===== src/rtl/set_bit_iterator.sv =====
// set_bit_iterator: serializes the set bits of a vector, LSB first,
// one beat per valid/ready handshake with position, one-hot and ordinal.
module set_bit_iterator #(
  parameter int WIDTH = 12,
  parameter int IDX_W = $clog2(WIDTH),
  parameter int CNT_W = $clog2(WIDTH + 1)
) (
  input  logic             clk,
  input  logic             reset,
  input  logic             load_i,
  input  logic [WIDTH-1:0] vec_i,
  output logic             busy_o,
  output logic             valid_o,
  input  logic             ready_i,
  output logic [IDX_W-1:0] pos_o,
  output logic [WIDTH-1:0] onehot_o,
  output logic [CNT_W-1:0] count_o,
  output logic             last_o,
  output logic             done_o
);

  typedef enum logic [1:0] {
    IDLE = 2'd0,
    EMIT = 2'd1,
    DONE = 2'd2
  } state_e;

  localparam logic [WIDTH-1:0] ONE_W = {{(WIDTH-1){1'b0}}, 1'b1};
  localparam logic [CNT_W-1:0] ONE_C = {{(CNT_W-1){1'b0}}, 1'b1};

  state_e           state_q, state_d;
  logic [WIDTH-1:0] rem_q, rem_d;
  logic [CNT_W-1:0] cnt_q, cnt_d;

  logic [WIDTH-1:0] low_bit;
  logic [WIDTH-1:0] rem_rest;
  logic             is_last;

  // lowest set bit, and what remains once it is consumed
  always_comb begin
    low_bit  = rem_q & (~rem_q + ONE_W);
    rem_rest = rem_q & (rem_q - ONE_W);
    is_last  = (rem_rest == '0);
  end

  // state, remaining bits and ordinal registers
  always_ff @(posedge clk) begin
    if (reset) begin
      state_q <= IDLE;
      rem_q   <= '0;
      cnt_q   <= '0;
    end else begin
      state_q <= state_d;
      rem_q   <= rem_d;
      cnt_q   <= cnt_d;
    end
  end

  // next state: capture in IDLE, consume one bit per handshake in EMIT
  always_comb begin
    state_d = state_q;
    rem_d   = rem_q;
    cnt_d   = cnt_q;
    unique case (state_q)
      IDLE: begin
        if (load_i) begin
          rem_d   = vec_i;
          cnt_d   = ONE_C;
          state_d = (vec_i != '0) ? EMIT : DONE;
        end
      end
      EMIT: begin
        if (ready_i) begin
          rem_d = rem_rest;
          if (is_last) begin
            state_d = DONE;
          end else begin
            cnt_d = cnt_q + ONE_C;
          end
        end
      end
      DONE: state_d = IDLE;
      default: state_d = IDLE;
    endcase
  end

  // beat outputs decode only from registered state
  always_comb begin
    busy_o   = (state_q != IDLE);
    done_o   = (state_q == DONE);
    valid_o  = 1'b0;
    onehot_o = '0;
    pos_o    = '0;
    count_o  = '0;
    last_o   = 1'b0;
    if (state_q == EMIT) begin
      valid_o  = 1'b1;
      onehot_o = low_bit;
      count_o  = cnt_q;
      last_o   = is_last;
      for (int i = 0; i < WIDTH; i++) begin
        if (low_bit[i]) pos_o = IDX_W'(i);
      end
    end
  end

endmodule


===== config.mk =====
export PLATFORM = sky130hd
export DESIGN_NAME = set_bit_iterator
export DESIGN_NICKNAME = d
export VERILOG_FILES = /design/src/rtl/set_bit_iterator.sv
export SDC_FILE = /design/constraint.sdc
export NUM_CORES = 1
export LEC_CHECK = 0
export CAP_MARGIN = 40
export CORE_MARGIN = 1.5
export CORE_UTILIZATION = 42
export DETAILED_ROUTE_END_ITERATION = 7
export PLACE_DENSITY = 0.76
export SYNTH_ARGS = -nofsm -noshare
export SYNTH_HDL_FRONTEND = slang
export SYNTH_SLANG_ARGS = --single-unit

===== constraint.sdc =====
create_clock -name clk -period 2.4 [get_ports clk]
set_input_delay 0.72 -clock clk [delete_from_list [all_inputs] [get_ports clk]]
set_output_delay 0.72 -clock clk [all_outputs]
set_load 0.1 [all_outputs]

==> results.toml, run 1 <==
[synth]
synth_mux_area_share_pct = 0.758
yosysTopAreaCell = "dfxtp_1"
synth_area_per_cell_sq_um = 7.30
synth-edff-count = 0
syn_inst = 181
syn_area_sq_mm = 0.00132
synthSimpleGateAreaFrac_pct = 33.4
synth_top_family_by_area = "simple AND/OR/NAND/NOR gates"
synth_top_area_share_pct = 27.3
syn_nets = 198
synth_compound_area_share_pct = 28.1
synth_adder_area_share_pct = 1.70
post_synth_num_cell_types = 49
yosysSeqAreaShare_pct = 27.3
synth_area_leaders = "dfxtp_1 27%, nor2_1 6.8%, o21ai_0 6.4%"
async_flop_share_pct = 0
yosys.area_share.xor_xnor_pct = 0
synth_warnings = 0
ys.flop_type = "dfxtp_1"
synth_seq_cells = 18

[place]
hpwlAfterDp_microns = 3540
placed_area_sq_mm = 0.00231
gp_congestion = 0.941
io_buffers = 39

[clocking]
cts_buffers = 3
clk_pin_slew_worst_paths_ns = 0.11
hold_buffers = 0
cts-root-buf = "clkbuf_4"
insertion_delay_ns = 0.30
htree_num_levels = 1
cts_tree = "done"
cts_buffer_depth = 2
clock_sinks = 18

[timing]
skew_ns = 0.00514
rsz0062_at_grt = "true"
hold_viol_final = 0
setup_viol = 12
period_needed_ns = 2.78
fmax_ghz = 0.360
worstMarginPinSlew_ns = 0.484
slew_viol_final = 0
period_share_pct = 116
layout_setup_ws_ns = -0.377
slew-limit-headroom_pct = 67.4

[global_route]
grt_pass1_wl_microns = 7610
grt_overflow = 0
grt_max_degree = 15
grtUsageTotal_pct = 28.5
antenna_found_initial = 0
grt_pass1_vias = 1665

[final_layout]
syn_to_final_growth_pct = 86.7
final_layout_size_suffix_gt1_share_pct = 45.7
num_antenna_cells = 0
fin_nets = 264
final_common_cell = "buf_4"
final_cell_mix = "36 x buf_4, 24 x buf_12, 18 x nor2_1"
final_area_sq_mm = 0.00247
n_fill_cell = 189

[drt]
drc = 0
vias = 1685
routedWlPerCell_microns = 16.5
ant_nets = 0
vias_per_cell = 5.83
drt_first_iter_violations = 73
wl_microns = 4770
firstDrtPassIters = 4

[power]
vdd_ir_drop_max_mv = 0.678
power_density_mw_per_mm2 = 749
leakage_nw = 0.976
p_total_mw = 1.85

[die]
start_util_pct = 43.6
fp.dieW_microns = 59.1
core_sq_mm = 0.00303
die_area_sq_mm = 0.00349
rows = 20
ioPinCount = 40
die_h_microns = 59.1

[min_path]
hold_path_class = "reg -> reg"

[job]
drv_cap = 0

[worst_setup_path]
worstSetupStartpointType = "flop"
worstPathRequired_ns = 1.68
slowest_stage = "or4_4"
worst_ep_arrival_time_ns = 2.06
cp-end-kind = "output pin"
slowest_delay_ns = 0.55
setup.worst_path.class = "reg -> out"
regToRegSetupSlack_ns = 0.29
crit_chain = "or4_4, nor4_4, o22a_4, nand3b_4, nor2_4, buf_12"
worstPathMaxFanout = 2

[status]
status = "finished with violations"
violations = "negative setup slack"
[report_power, final]
group,switching (mW),total [mW],internal (mW),leakage [nW]
registers,0.0426,0.379,0.336,0.150
clock network,0.0965,0.155,0.0585,0.0138
logic,0.747,1.31,0.568,0.812
total,0.886,1.85,0.963,0.976
[path summary, 6_finish.rpt]
check,from,endpoint,cells past startpoint
setup / recovery,rem_q[5],last_o,6
hold / removal,cnt_q[3],cnt_q[3],3
setup reg to reg,rem_q[5],cnt_q[0],8
hold reg to reg,cnt_q[3],cnt_q[3],3
[critical path: cells and delay by family (launching register included)]
family          cells  cell delay, ns
simple gates        4            1.03
flops               1            0.34
compound gates      1            0.21
buf+inv             1            0.18
[routing by layer]
metal	part of all wire (%)	routed length, microns	global-route usage (%)
met1	39	1880	35.3
met2	50	2380	49.4
met3	7.9	375	4.15
met4	2.7	128	11.4
met5	0	0	0
[through the flow]
step           setup TNS, ns  hold slack (ns)  std cells  utilization (%)  setup slack (ns)
5_1_grt                -3.69            0.599        289             81.5            -0.437
3_3_place_gp         -0.0453            0.512        277             76.2           -0.0291
4_1_cts                -2.72            0.552        286             80.2            -0.357
3_5_place_dp          -0.153            0.535        277             76.2           -0.0770
6_report               -2.98            0.550        289             81.5            -0.377
2_1_floorplan          -2.80            0.477        181                -            -0.629
[layout make-up]
| type | instances | area, sq um | share of cell area [%] |
|---|---|---|---|
| Sequential cell | 18 | 368 | 14.9 |
| Timing Repair Buffer | 79 | 946 | 38.3 |
| Multi-Input combinational cell | 138 | 1050 | 42.4 |
| Inverter | 7 | 28.8 | 1.17 |
| Tap cell | 44 | 55.1 | 2.23 |
| Clock buffer | 3 | 22.5 | 0.913 |
[sequential cells by signal (all words and copies together) (netlist names)]
register  count
rem_q        12
cnt_q         4
state_q       2
[Yosys cell counts (3+ instances only)]
cell type,number
inv_1,6
nor2_1,24
clkbuf_1,12
and2_1,3
a22oi_1,5
o21ai_0,17
nand2_1,11
dfxtp_1,18
and3_1,7
nor3b_1,4
nor3_1,7
a21oi_1,15
nor4_1,5
nand3_1,6
[repair_timing]
| action | 4_1_cts | 5_1_grt |
|---|---|---|
| setup endpoints to repair | 12 | 18 |
| buffers inserted | 6 | 3 |
| resized for setup | 15 | 5 |
| pin swaps | 7 | 2 |
[cell families (layout without fill, tap and decap cells)]
group,count (synthesis),count (layout)
fa+ha+maj,2,2
flops,18,18
mux,1,1
simple gates,80,80
compound gates,55,55
buf+inv,25,89
No activity file was read; power rests on OpenSTA's default activity.
==> run 2: changes to the inputs <==
--- a/config.mk
+++ b/config.mk
@@ -9,6 +9,7 @@
 export CORE_MARGIN = 1.5
 export CORE_UTILIZATION = 42
 export DETAILED_ROUTE_END_ITERATION = 7
+export MAX_ROUTING_LAYER = met4
 export PLACE_DENSITY = 0.76
 export SYNTH_ARGS = -nofsm -noshare
 export SYNTH_HDL_FRONTEND = slang
==> run 2 against run 1 <==
- the flow still finishes with violations (negative setup slack)
- global-route usage is 0.58 points higher
- register-to-register slack better by 0.11 ns
- sequential power hardly changed
- count of clock-buffer cells in the layout stayed put
- non-clock buffer count is 1 lower
- via count is 1.8% lower
- cell area is 2.1% higher
- die area stayed put
- flip-flop and latch count stayed put
- critical path depth stayed put
- critical endpoint unchanged
- highest routed layer unchanged
==> results.toml, run 2 (synthesis results as in run 1) <==
[global_route]
grt_overflow = 0
grt_pass1_wl_microns = 7410
antenna_found_initial = 0
grt_pass1_vias = 1574
grt_max_degree = 15
grtUsageTotal_pct = 29.1

[place]
placed_area_sq_mm = 0.00232
hpwlAfterDp_microns = 3530
dp_slack_ns = -0.0757
gp_congestion = 0.956
dp_cells = 277
io_buffers = 39

[worst_setup_path]
worstPathMaxFanout = 2
worstSetupStartpointType = "flop"
worst_ep_arrival_time_ns = 2.03
worstPathRequired_ns = 1.68
setup.worst_path.class = "reg -> out"
cp-end-kind = "output pin"

[final_layout]
syn_to_final_growth_pct = 90.7
reg.largest.list = "rem_q (12), cnt_q (4), state_q (2)"
final_layout_size_suffix_gt1_share_pct = 46.7
largest_register_ffs = 12
final_cell_mix = "31 x buf_4, 26 x buf_12, 18 x nor2_1"
n_fill_cell = 187
top_register = "rem_q"
num_antenna_cells = 0
final_area_sq_mm = 0.00252
fin_nets = 263
post-route-util_pct = 83.2
fin_cells = 288
final_common_cell = "buf_4"

[power]
p_total_mw = 1.88
p_seq_share_pct = 20.2
p_int_mw = 0.980
vdd_ir_drop_max_mv = 0.549
p_sw_mw = 0.896
leakage_nw = 0.983
clkPwrFrac_pct = 8.2
power_frac_comb_pct = 71.6
p_sw_share_pct = 47.8
power_density_mw_per_mm2 = 745

[clocking]
clk_pin_slew_worst_paths_ns = 0.10
clock_sinks = 18
cts-root-buf = "clkbuf_4"
cts_buffer_depth = 2
cts_tree = "done"
cts_buffers = 3
htree_num_levels = 1
insertion_delay_ns = 0.29

[min_path]
hold_path_class = "reg -> reg"

[drt]
firstDrtPassIters = 4
ant_nets = 0
routedWlPerCell_microns = 16.4
drt_first_iter_violations = 64
wl_microns = 4710
drc = 0
vias_per_cell = 5.74
vias = 1654

[timing]
period_share_pct = 115
worstMarginPinSlew_ns = 0.406
slew_viol_final = 0
fin_setup_tns_ns = -2.52
setup_viol = 13
skew_ns = 0.00182
layout_setup_ws_ns = -0.350
hold_viol_final = 0
fmax_ghz = 0.364
hold_slack_ns = 0.543
rsz0062_at_grt = "true"
slew-limit-headroom_pct = 72.7
period_needed_ns = 2.75

[job]
drv_cap = 0

[die]
fp.dieW_microns = 59.1
rows = 20
start_util_pct = 43.6
core_sq_mm = 0.00303
die_h_microns = 59.1
ioPinCount = 40
die_area_sq_mm = 0.00349

[status]
status = "finished with violations"
violations = "negative setup slack"
## run 2: final cells by class
type | instances | area (sq um) | share of cell area (%)
Tap cell | 44 | 55.1 | 2.18
Inverter | 7 | 31.3 | 1.24
Sequential cell | 18 | 372 | 14.7
Multi-Input combinational cell | 138 | 1070 | 42.4
Clock buffer | 3 | 22.5 | 0.894
Timing Repair Buffer | 78 | 971 | 38.5
## run 2: critical path: stages, from the launching register on
cell and delay (ns):
dfxtp_2 0.33, or4_4 0.55, nor4_4 0.26, o22a_4 0.21
nand3b_4 0.10, nor2_4 0.11, buf_12 0.18
## run 2: power groups by stage
stage	sequential (mW)	clock [mW]	combinational [mW]
CTS	0.373	0.155	1.27
global route	0.383	0.173	1.41
floorplan	0.366	0	0.788
detailed placement	0.379	0	1.18
global placement	0.377	0	1.16
finish	0.379	0.154	1.34
## run 2: layer usage
metal | track usage [%] | up-vias | share of wire, %
met4 | 12.0 | 0 | 2.1
met3 | 4.15 | 10 | 5.5
met1 | 35.6 | 795 | 42
met2 | 47.8 | 65 | 51
met5 | - | - | 0
li1 | - | 784 | -
## run 2: path summary, 6_finish.rpt
check	startpoint	end	slack, ns	cells after the start
setup / recovery	rem_q[5]	last_o	-0.35	6
setup reg to reg	rem_q[5]	cnt_q[2]	0.40	7
hold reg to reg	cnt_q[3]	cnt_q[3]	0.54	3
hold / removal	cnt_q[3]	cnt_q[3]	0.54	3
## run 2: what timing repair did
| item | in CTS | in global routing |
|---|---|---|
| endpoints found under the hold margin | 0 | 0 |
| setup endpoints to repair | 13 | 17 |
| hold buffers | 0 | 0 |
| resized for setup | 18 | 12 |
| pin swaps | 7 | 5 |
| setup buffers | 4 | 4 |
==> run 3: changes to the inputs <==
--- a/config.mk
+++ b/config.mk
@@ -5,12 +5,14 @@
 export SDC_FILE = /design/constraint.sdc
 export NUM_CORES = 1
 export LEC_CHECK = 0
+export ABC_AREA = 1
 export CAP_MARGIN = 40
 export CORE_MARGIN = 1.5
-export CORE_UTILIZATION = 42
+export CORE_UTILIZATION = 43
+export CTS_BUF_LIST = sky130_fd_sc_hd__clkbuf_8
 export DETAILED_ROUTE_END_ITERATION = 7
 export MAX_ROUTING_LAYER = met4
-export PLACE_DENSITY = 0.76
+export PLACE_DENSITY = 0.78
 export SYNTH_ARGS = -nofsm -noshare
 export SYNTH_HDL_FRONTEND = slang
 export SYNTH_SLANG_ARGS = --single-unit
==> run 3 against run 2 <==
- the run still ends with negative setup slack left
- register-to-register slack gained 0.09 ns
- synthesized area down 2.9%
- count of clock-buffer cells in the layout increased by 1
- first-iteration DRC count decreased by 44%
- die area shrank 4.9%
- global-route usage shrank 5.1 points
- critical path depth rose by 4
- via count decreased by 5.6%
- setup slack gained 0.27 ns
- flip-flop and latch count is the same
- hold slack worse by 0.047 ns
- non-clock buffer count fell by 28
- highest routed layer unchanged
==> results.toml, run 3 <==
[status]
status = "finished with violations"
violations = "negative setup slack"

[die]
die_area_sq_mm = 0.00332
rows = 19
start_util_pct = 46.1
fp.dieW_microns = 57.6
die_h_microns = 57.6
ioPinCount = 40
core_sq_mm = 0.00278

[drt]
ant_nets = 0
drc = 0
firstDrtPassIters = 4
vias = 1562
vias_per_cell = 5.48
routedWlPerCell_microns = 13.5
drt_first_iter_violations = 36
wl_microns = 3850

[final_layout]
reg.largest.list = "rem_q (12), cnt_q (4), state_q (2)"
final_layout_size_suffix_gt1_share_pct = 38.6
final_area_sq_mm = 0.00224
final_common_cell = "nand2_1"
num_antenna_cells = 0
syn_to_final_growth_pct = 74.4
final_cell_mix = "31 x nand2_1, 25 x buf_12, 22 x o21ai_0"
fin_nets = 272
top_register = "rem_q"
largest_register_ffs = 12

[timing]
fmax_ghz = 0.403
period_needed_ns = 2.48
setup_viol = 4
hold_viol_final = 0
slew-limit-headroom_pct = 72.5
layout_setup_ws_ns = -0.0825
worstMarginPinSlew_ns = 0.408
rsz0062_at_grt = "true"
hold_slack_ns = 0.496
period_share_pct = 103
skew_ns = 0.00883
slew_viol_final = 0

[synth]
yosys.area_share.xor_xnor_pct = 1.37
synth_most_common_cell = "nand2_1"
yosysTopAreaCell = "dfxtp_1"
synth_warnings = 0
syn_nets = 225
yosysSeqAreaShare_pct = 28.1
post_synth_num_cell_types = 30
synth_adder_area_share_pct = 0.976
synth_area_leaders = "dfxtp_1 28%, nand2_1 11%, nor2_1 11%"
syn_inst = 208
async_flop_share_pct = 0
synthTopCellsByCount = "38 x nand2_1, 37 x nor2_1, 23 x o21ai_0"
syn_area_sq_mm = 0.00128
synth_mux_area_share_pct = 0
synth_top_area_share_pct = 28.1
synth_compound_area_share_pct = 19.3
synth_area_per_cell_sq_um = 6.17
synth-edff-count = 0
synthSimpleGateAreaFrac_pct = 41.3
synth_top_family_by_area = "simple AND/OR/NAND/NOR gates"
synth_seq_cells = 18
ys.flop_type = "dfxtp_1"

[clocking]
clock_sinks = 18
cts_tree = "done"
insertion_delay_ns = 0.26
htree_num_levels = 1
cts_buffer_depth = 2
cts-root-buf = "clkbuf_8"
hold_buffers = 0
clk_pin_slew_worst_paths_ns = 0.08
cts_buffers = 3

[worst_setup_path]
worstPathMaxFanout = 5
slowest_delay_ns = 0.34
cp-end-kind = "output pin"
worstPathRequired_ns = 1.68
startpoint = "rem_q[0]"
crit_chain = "nor2_4, nand2_4, nor2_4, nand2_1, nand2_2, nand2_2, nor2_4, nand2_2, nor2_4, buf_12"
reg2reg_from = "state_q[1]"
path_buf_inv = 1
slowest_stage = "dfxtp_2"
worst_ep_arrival_time_ns = 1.76
cp_top_family = "simple AND/OR/NAND/NOR gates"
worstSetupStartpointType = "flop"
cp_common_cell = "nor2_4"
setup.worst_path.class = "reg -> out"

[global_route]
grt_overflow = 0
grt_max_degree = 29
antenna_found_initial = 0
grt_pass1_vias = 1416
grt_pass1_wl_microns = 6180
grtUsageTotal_pct = 24.0

[min_path]
min_from = "cnt_q[3]"
hold_path_class = "reg -> reg"

[place]
io_buffers = 39
hpwlAfterDp_microns = 2850
placed_area_sq_mm = 0.00205
gp_congestion = 0.918

[job]
drv_cap = 0
==> run 3: final timing paths <==
kind,slack (ns),cells after the start,to
min,0.50,2,cnt_q[3]
min reg2reg,0.50,2,cnt_q[3]
max reg2reg,0.49,9,rem_q[2]
max,-0.08,10,last_o
==> run 3: area by class of cell <==
class / instances / area (sq um)
multi-input cells: 162 / 975
repair buffers: 50 / 726
fillers: 196 / 544
flip-flops and latches: 18 / 368
inverters: 20 / 75.1
clock buffers: 4 / 55.1
well taps: 31 / 38.8
==> run 3: worst reg2reg max path, delay by kind of cell, from the launching register on <==
kind                   cells  cell delay [ns]
AO/OA/AOI/OAI              3             0.34
buffers and inverters      3             0.53
flip-flops                 1             0.33
AND/OR/NAND/NOR            3             0.63
==> run 3: metrics by stage <==
stage	std cells	utilization [%]	setup WS, ns	TNS (ns)
2_1_floorplan	208	-	-0.423	-3.98
3_3_place_gp	278	73.9	0.153	0
3_5_place_dp	278	73.9	0.126	0
4_1_cts	284	77.1	-0.0861	-0.204
5_1_grt	285	80.4	-0.197	-0.587
6_report	285	80.4	-0.0825	-0.234
==> run 3: routing by layer <==
layer / GRT usage [%] / part of all wire, %
met5: - / 0
met4: 5.98 / 1.2
met3: 2.01 / 5.1
met2: 42.5 / 51
met1: 29.3 / 42
==> run 3: cell families (layout without fill, tap and decap cells) <==
| group | Yosys count | in the layout |
|---|---|---|
| compound gates | 47 | 47 |
| buf+inv | 28 | 74 |
| xor+xnor | 2 | 2 |
| simple gates | 112 | 112 |
| fa+ha+maj | 1 | 1 |
| flops | 18 | 18 |
==> run 3: repair_timing <==
| action | 4_1_cts | 5_1_grt |
|---|---|---|
| setup endpoints to repair | 4 | 6 |
| hold endpoints to repair | 0 | 0 |
| buffers inserted | 2 | 1 |
| pin swaps | 5 | 9 |
| resized for setup | 8 | 27 |
| gates cloned | 0 | 0 |
Power of run 3 is left out: the tool's default activity adds up to more than one toggle a clock period on the data nets, which glitch-free logic cannot reach.
